==> src/rtl/fsm_flujo_umbrales.sv <==
// fsm_flujo_umbrales: global flow-control FSM with per-FIFO pause hysteresis.
// The FSM supervises NUM_FIFOS FIFOs. While it is in INIT it loads the low and
// high thresholds every cycle. In IDLE and ACTIVE each FIFO raises pause when its
// count reaches the high threshold, and drops pause when its count falls to the
// low threshold. A fifo_err pulse sends the FSM into ERROR, and ERROR is left
// only through reset.
// Optional: define FSM_WATCHDOG_EN to add a watchdog. It forces ERROR when pause
// has been held in ACTIVE for WDOG_CYCLES consecutive cycles.
module fsm_flujo_umbrales #(
  parameter int NUM_FIFOS   = 8,
  parameter int FIFO_DEPTH  = 16,
  parameter int CNT_W       = 5,
  parameter int WDOG_CYCLES = 64
) (
  input  logic                       clk,
  input  logic                       reset,
  input  logic                       init,
  input  logic [CNT_W-1:0]           umbral_bajo,
  input  logic [CNT_W-1:0]           umbral_alto,
  input  logic [NUM_FIFOS*CNT_W-1:0] fifo_count,
  input  logic [NUM_FIFOS-1:0]       empty_fifos,
  input  logic [NUM_FIFOS-1:0]       fifo_err,
  output logic [4:0]                 estado_actual,
  output logic [4:0]                 sig_estado,
  output logic [CNT_W-1:0]           bajo_out,
  output logic [CNT_W-1:0]           alto_out,
  output logic [NUM_FIFOS-1:0]       pause,
  output logic                       active_out,
  output logic                       idle_out,
  output logic                       error_out,
  output logic                       cfg_err
);

  localparam logic [4:0] S_RESET  = 5'b00001;
  localparam logic [4:0] S_INIT   = 5'b00010;
  localparam logic [4:0] S_IDLE   = 5'b00100;
  localparam logic [4:0] S_ACTIVE = 5'b01000;
  localparam logic [4:0] S_ERROR  = 5'b10000;
  localparam logic [CNT_W-1:0] DEPTH_C = CNT_W'(FIFO_DEPTH);

  // Reject parameter sets the comparators or the watchdog cannot represent
  if (CNT_W < $clog2(FIFO_DEPTH + 1) || WDOG_CYCLES < 2) begin : g_bad_param
    $error("fsm_flujo_umbrales: CNT_W too narrow for FIFO_DEPTH or WDOG_CYCLES < 2");
  end

  logic [4:0]           state_q, state_d;
  logic [CNT_W-1:0]     bajo_q, alto_q;
  logic [NUM_FIFOS-1:0] pause_q, pause_d, hyst;
  logic                 active_q, idle_q, error_q, cfg_err_q;
  logic                 cfg_ok, all_empty, any_err, wdog_hit;

  // The thresholds being loaded are checked directly, so INIT can be left on
  // the same edge that captures a valid pair.
  assign cfg_ok    = (umbral_bajo < umbral_alto) && (umbral_alto <= DEPTH_C);
  assign all_empty = &empty_fifos;
  assign any_err   = |fifo_err;

  // Per-lane hysteresis. Set has priority, but it cannot conflict with clear
  // because the thresholds are valid (bajo < alto).
  for (genvar i = 0; i < NUM_FIFOS; i++) begin : g_lane
    logic [CNT_W-1:0] cnt;
    assign cnt     = fifo_count[i*CNT_W +: CNT_W];
    assign hyst[i] = (cnt >= alto_q) ? 1'b1 :
                     (cnt <= bajo_q) ? 1'b0 : pause_q[i];
  end

`ifdef FSM_WATCHDOG_EN
  localparam int WD_W = (WDOG_CYCLES > 2) ? $clog2(WDOG_CYCLES) : 1;
  logic [WD_W-1:0] wd_q, wd_d;

  assign wdog_hit = (state_q == S_ACTIVE) && (|pause_q) &&
                    (wd_q == WD_W'(WDOG_CYCLES - 1));

  // The counter advances only while ACTIVE holds pause and stays ACTIVE
  always_comb begin
    wd_d = '0;
    if (state_q == S_ACTIVE && (|pause_q) && state_d == S_ACTIVE)
      wd_d = wd_q + 1'b1;
  end

  // Watchdog counter register
  always_ff @(posedge clk or posedge reset) begin
    if (reset) wd_q <= '0;
    else       wd_q <= wd_d;
  end
`else
  assign wdog_hit = 1'b0;
`endif

  // Next-state logic. Priority order: error, then init, then empty-based moves.
  always_comb begin
    state_d = state_q;
    case (state_q)
      S_RESET: state_d = S_INIT;
      S_INIT: begin
        if (any_err)              state_d = S_ERROR;
        else if (!init && cfg_ok) state_d = all_empty ? S_IDLE : S_ACTIVE;
      end
      S_IDLE, S_ACTIVE: begin
        if (any_err || wdog_hit)  state_d = S_ERROR;
        else if (init)            state_d = S_INIT;
        else                      state_d = all_empty ? S_IDLE : S_ACTIVE;
      end
      S_ERROR: state_d = S_ERROR;
      default: state_d = S_RESET;
    endcase
  end

  // Pause update rules:
  // - forced to all ones when entering or staying in ERROR;
  // - cleared on entry to INIT;
  // - updated by hysteresis only while running (IDLE or ACTIVE).
  always_comb begin
    pause_d = pause_q;
    if (state_d == S_ERROR)                              pause_d = '1;
    else if (state_d == S_INIT)                          pause_d = '0;
    else if (state_q == S_IDLE || state_q == S_ACTIVE)   pause_d = hyst;
  end

  // State, thresholds, pause and flag registers. The flags are decoded from
  // the next state, so they line up with estado_actual.
  always_ff @(posedge clk or posedge reset) begin
    if (reset) begin
      state_q   <= S_RESET;
      bajo_q    <= '0;
      alto_q    <= '0;
      pause_q   <= '0;
      active_q  <= 1'b0;
      idle_q    <= 1'b0;
      error_q   <= 1'b0;
      cfg_err_q <= 1'b0;
    end else begin
      state_q  <= state_d;
      pause_q  <= pause_d;
      active_q <= (state_d == S_ACTIVE);
      idle_q   <= (state_d == S_IDLE);
      error_q  <= (state_d == S_ERROR);
      if (state_q == S_INIT) begin
        bajo_q    <= umbral_bajo;
        alto_q    <= umbral_alto;
        cfg_err_q <= !cfg_ok;
      end
    end
  end

  assign estado_actual = state_q;
  assign sig_estado    = state_d;
  assign bajo_out      = bajo_q;
  assign alto_out      = alto_q;
  assign pause         = pause_q;
  assign active_out    = active_q;
  assign idle_out      = idle_q;
  assign error_out     = error_q;
  assign cfg_err       = cfg_err_q;

endmodule

==> config.mk <==
export PLATFORM = sky130hd
export DESIGN_NAME = fsm_flujo_umbrales
export DESIGN_NICKNAME = d
export VERILOG_FILES = /design/src/rtl/fsm_flujo_umbrales.sv
export SDC_FILE = /design/constraint.sdc
export NUM_CORES = 1
export LEC_CHECK = 0
export CORE_MARGIN = 3
export CORE_UTILIZATION = 40
export DETAILED_ROUTE_END_ITERATION = 6
export PLACE_DENSITY = 0.71
export SYNTH_ARGS = -nofsm -noshare
export SYNTH_HDL_FRONTEND = slang
export SYNTH_SLANG_ARGS = --single-unit
==> constraint.sdc <==
create_clock -name clk -period 5.7 [get_ports clk]
set_clock_uncertainty 0.05 [all_clocks]
set_input_delay 1.71 -clock clk [delete_from_list [all_inputs] [get_ports clk]]
set_output_delay 1.71 -clock clk [all_outputs]
set_load 0.02 [all_outputs]
# Word level (Yosys, flattened, before mapping)
# Index checks and enable logic that the tools add are counted.
# W data, S select, Z words.
# totals
register_bits	27
elab_cells	92
# classes
eq_ne	9
order_cmp	18
n_reduce_logical	25
mux	25
# op_table
operator	n
$ge A5 B5 Y1	8
$le A5 B5 Y1	8
$reduce_bool A4 Y1	8
$mux W8	3
$pmux W5 S4	1
$mux W1	16
$reduce_and A2 Y1	8
$mux W5	3
$eq A5 B2 Y1 const B	2
$eq A5 B3 Y1 const B	2
$eq A5 B4 Y1 const B	2
$eq A5 B5 Y1 const B	2
$mux W4	2
$reduce_and A8 Y1	1
$reduce_or A8 Y1	1
$eq A5 B1 Y1 const B	1
$le A5 B5 Y1 const B	1
$lt A5 B5 Y1	1
$reduce_bool A3 Y1	1
$logic_and A1 B1 Y1	2
$logic_not A1 Y1	2
$reduce_or A2 Y1	1
$logic_or A1 B1 Y1	1

# Logic depth before layout (Yosys ltp)
# depth
ltp_word	9
depth_mapped	8
depth_no_buf	8

# Least setup slack after synthesis
# Ideal clock, no wire load.
# synth_timing
path_kind	in2out
startpoint	input umbral_alto[0]
endpoint	output sig_estado[2]
path_slack_ns	0.401
cell_stages	6
t_arrival_ns	3.539
required_time_ns	3.940
path_cell_list	or4_4 a21oi_2 nand2_1 a21o_1 a2111o_1 nor3_1
# synth_via
elab_chain_len	6
word_cells_on_any_way	7
# synth_rtl
item	line	text
from (decl)	19	input logic [CNT_W-1:0] umbral_alto,
$lt A5 B5 Y1 or $le A5 B5 Y1 (tied branches)	54	assign cfg_ok = (umbral_bajo < umbral_alto) && (umbral_alto <= DEPTH_C);
$logic_and A1 B1 Y1 (*)	54	
$logic_and A1 B1 Y1 (*)	97	else if (!init && cfg_ok) state_d = all_empty ? S_IDLE : S_ACTIVE;
$mux W5 (*)	97	
$mux W5 (*)	96	if (any_err) state_d = S_ERROR;
$pmux W5 S4 (*)	93	case (state_q)
to (decl)	24	output logic [4:0] sig_estado,
# Every way passes the cells marked *; elsewhere a longest branch is shown, timed or not.

# Worst setup path after layout
# layout_timing
startpoint	input umbral_alto[2]
endpoint	output sig_estado[2]
# Same word-level chain as after synthesis.

==> summary.md <==
| Metric | Value |
|---|---|
| Net switching fraction of the power | 48.2% |
| Pre-antenna DRT Iters | 4 |
| Avg Vias per Cell | 5.20 |
| Fraction of layout cells with a size suffix above 1 | 4.74% |
| Worst-path clk slew | 0.10 ns |
| Post-DP HPWL | 6.36 mm |
| CTS buffer count | 3 |
| Period utilization | 98.4% |
| PD cells | 401 mW/mm2 |
| Cells along the critical path | clkdlybuf4s50_1 -> or4_4 -> a21oi_2 -> nand2_1 -> a21o_1 -> a2111o_1 -> nor3_2 -> buf_4 |
| Worst-path maximum fanout | 3 |
| Antenna Nets Post-Route | 0 |
| Sequential Power Share | 21.6% |
| Comb pwr share | 71.4% |
| Clock sinks | 27 |
| # diodes | 0 |
| TritonCTS clock tree | built |
| Commonest cells in the synthesized netlist | 84 x ha_1, 34 x nand2_1, 32 x a21oi_1 |
| Worst Max-Slew Pin Slew | 1.05 ns |
| Largest net degree at the start of global routing | 28 |
| Syn Area/Cell | 8.64 um2 |
| RSZ-0062 raised after global routing | no |
| Critical path type | input port to output port |
| YS warnings | 0 |
| Final wirelength | 8.04 mm |
| Hold path depth | 1 |
| Slew Viols, Final | 0 |
| Crit end category | output port |
| Final min period | 5.61 ns |
| Routability congestion estimate | 0.830 |
| Core Region | 0.00691 mm2 |
| Synth area leader | ha_1 |
| Relative slew margins | 29.7% |
| Routed wire per std cell | 14.9 um |
| DR vias | 2801 |
| Starting Density | 41.9% |
| Post-synth EDFFs | 0 |
| Initial DRC count | 64 |
| Post-Synthesis Cells | 335 |
| Vias in the first global route | 2932 |
| Clk Latency, worst-skew pair | 0.28 ns |
| Post-synthesis cell type count | 32 |
| FP Rows | 30 |
| Post-Layout Cell Count | 539 |
| Initial antenna violation count | 0 |
| Placed insts | 535 |
| Crit-path slowest cell | or4_4 |
| Most common cell in the synthesized netlist | ha_1 |
| Leakage Power | 0.00192 uW |
| Net Count, Synth | 488 |
| Io pins | 101 |
| Ys async rst share | 100% |
| Fill count | 652 |
| CP startpoint kind | input port |
| Yosys top cell area share | 36.3% |
| Worst hold slack | 0.472 ns |
| DR DRC count | 0 |
| H-tree depth | 1 |
| Reg-to-Reg Start | estado_actual[2] |
| Post-CTS setup buffers | 0 |
| Synthesized flop and latch total | 27 |
| Synth top area cells | ha_1 36%, dfrtp_1 22%, a21oi_1 5.5%, nand2_1 4.4%, nand3_1 4.3% |
| Reg2reg path depth | 7 |
| Switching power | 795 uW |
| Synthesized area | 0.00290 mm2 |
| Die Wd | 91.1 um |
| Worst reg2reg endpoint | idle_out |
| P_int | 854 uW |
| IO Port Bufs | 100 |
| FMAX | 178 MHz |
| Clock power share | 7.0% |
| Clock Tree Buf Depth | 2 |
| Pre-CTS setup slack | -0.445 ns |
| Die height | 91.1 um |
| Worst R2R Setup Slack | 3.48 ns |
| Final Worst Setup Slack | 0.0915 ns |
| Setup Viol. Count Final | 0 |
| NumNets Final | 597 |
| Area Growth Syn to Fin | 42.1% |
| Hold Path End | cfg_err |
| WP data arrival | 3.85 ns |
| Register area share after synthesis | 23.4% |
| CP max stage delay | 0.49 ns |
| Hold Crit Class | flip-flop to flip-flop |
| Max-cap violations | 0 |
| Final design utilization | 59.6% |
| GRT Util Overall | 19.9% |
| Peak supply drop | 235 uV |
| GRT overflow | 0 |
| Hold Vio Cnt, Final | 0 |
| WP data required | 3.94 ns |
| First-pass GRT wire length | 13.5 mm |
| Root buf cell | clkbuf_8 |
| Die area | 0.00829 mm2 |
| Hold Startpoint | cfg_err |
| Synth Flop Type | dfrtp_1 |
| Hold buffer count at cts | 0 |
| Outcome | complete, no violations |
[registers in the layout (all words and copies together), names as in the netlist]
| register | cells |
|---|---|
| error_out | 1 |
| active_out | 1 |
| bajo_out | 5 |
| pause | 8 |
| alto_out | 5 |
| cfg_err | 1 |
| estado_actual | 5 |
| idle_out | 1 |
[layout by cell type (no fill, tap or decap), types with 2 or more instances in the layout]
cell type        Yosys  final
nand4_1              2      2
o21bai_1             9      9
clkdlybuf4s50_1      0     95
nor2_1               8      7
nand3_1             25     25
clkbuf_8             0      3
nor4_1               2      2
o21ai_0             17     17
buf_4                0      8
a31oi_1              9      9
ha_1                84     84
a21oi_1             32     32
o21ai_1             17     17
inv_1               24     24
dlymetal6s2s_1       0      2
nor2b_1             16     16
a211oi_1            10      9
nand2_1             34     34
dfrtp_1             26     26
[power by group through the flow]
stage | clock [uW] | sequential [uW] | combinational [uW]
final | 115 | 357 | 1180
after detailed placement | 0 | 363 | 1190
after global routing | 127 | 372 | 1350
after global placement | 0 | 361 | 1150
after floorplan | 0 | 434 | 645
after CTS | 117 | 360 | 1190
[worst max-delay path: cells and delay by family]
kind,cells,cell delay (ns)
compound gates,3,0.76
buf+inv,2,0.62
simple gates,3,0.76
[metal layers]
layer	share of wire (%)	GRT usage (%)	vias to the layer above
met2	49	35.3	86
met3	7.3	5.47	4
li1	-	-	1457
met1	43	24.3	1254
met5	0	0	-
met4	0.50	3.52	0
[worst max-delay path by stage]
stage	slack (ns)	from	to
floorplan	0.40	umbral_alto[0]	sig_estado[2]
CTS	0.05	umbral_alto[1]	sig_estado[2]
finish	0.09	umbral_alto[2]	sig_estado[2]
global placement	-0.44	umbral_alto[0]	sig_estado[2]
global route	0.02	umbral_alto[2]	sig_estado[2]
detailed placement	-0.45	umbral_alto[1]	sig_estado[2]
[area by class of cell]
type,instances,area (um2),share of cell area [%]
Multi-Input combinational cell,281,2130,51.7
Timing Repair Buffer,107,1050,25.5
Sequential cell,27,677,16.4
Tap cell,96,120,2.92
Inverter,24,90.1,2.19
Clock buffer,3,41.3,1.00
Clock inverter,1,7.51,0.182
[cells by family (layout without fill, tap and decap cells)]
family | Yosys count | in the layout | synth area share [%]
compound gates | 101 | 101 | 20.4
simple gates | 94 | 94 | 15.8
buf+inv | 27 | 135 | 3.50
flops | 27 | 27 | 23.4
fa+ha+maj | 84 | 84 | 36.3
xor+xnor | 2 | 2 | 0.605
[through the flow]
step,area [um2],TNS [ns],power (uW)
floorplan,2900,0,1080
global placement,4060,-0.788,1510
detailed placement,4060,-0.807,1550
CTS,4100,0,1670
global route,4120,0,1850
finish,4120,0,1650
[timing repair]
item / CTS / global route
resized for setup: 11 / 5
cloned: 0 / 0
endpoints found under the setup margin: 3 / 2
pin swaps: 0 / 5
Power figures use the tool's default switching activity.
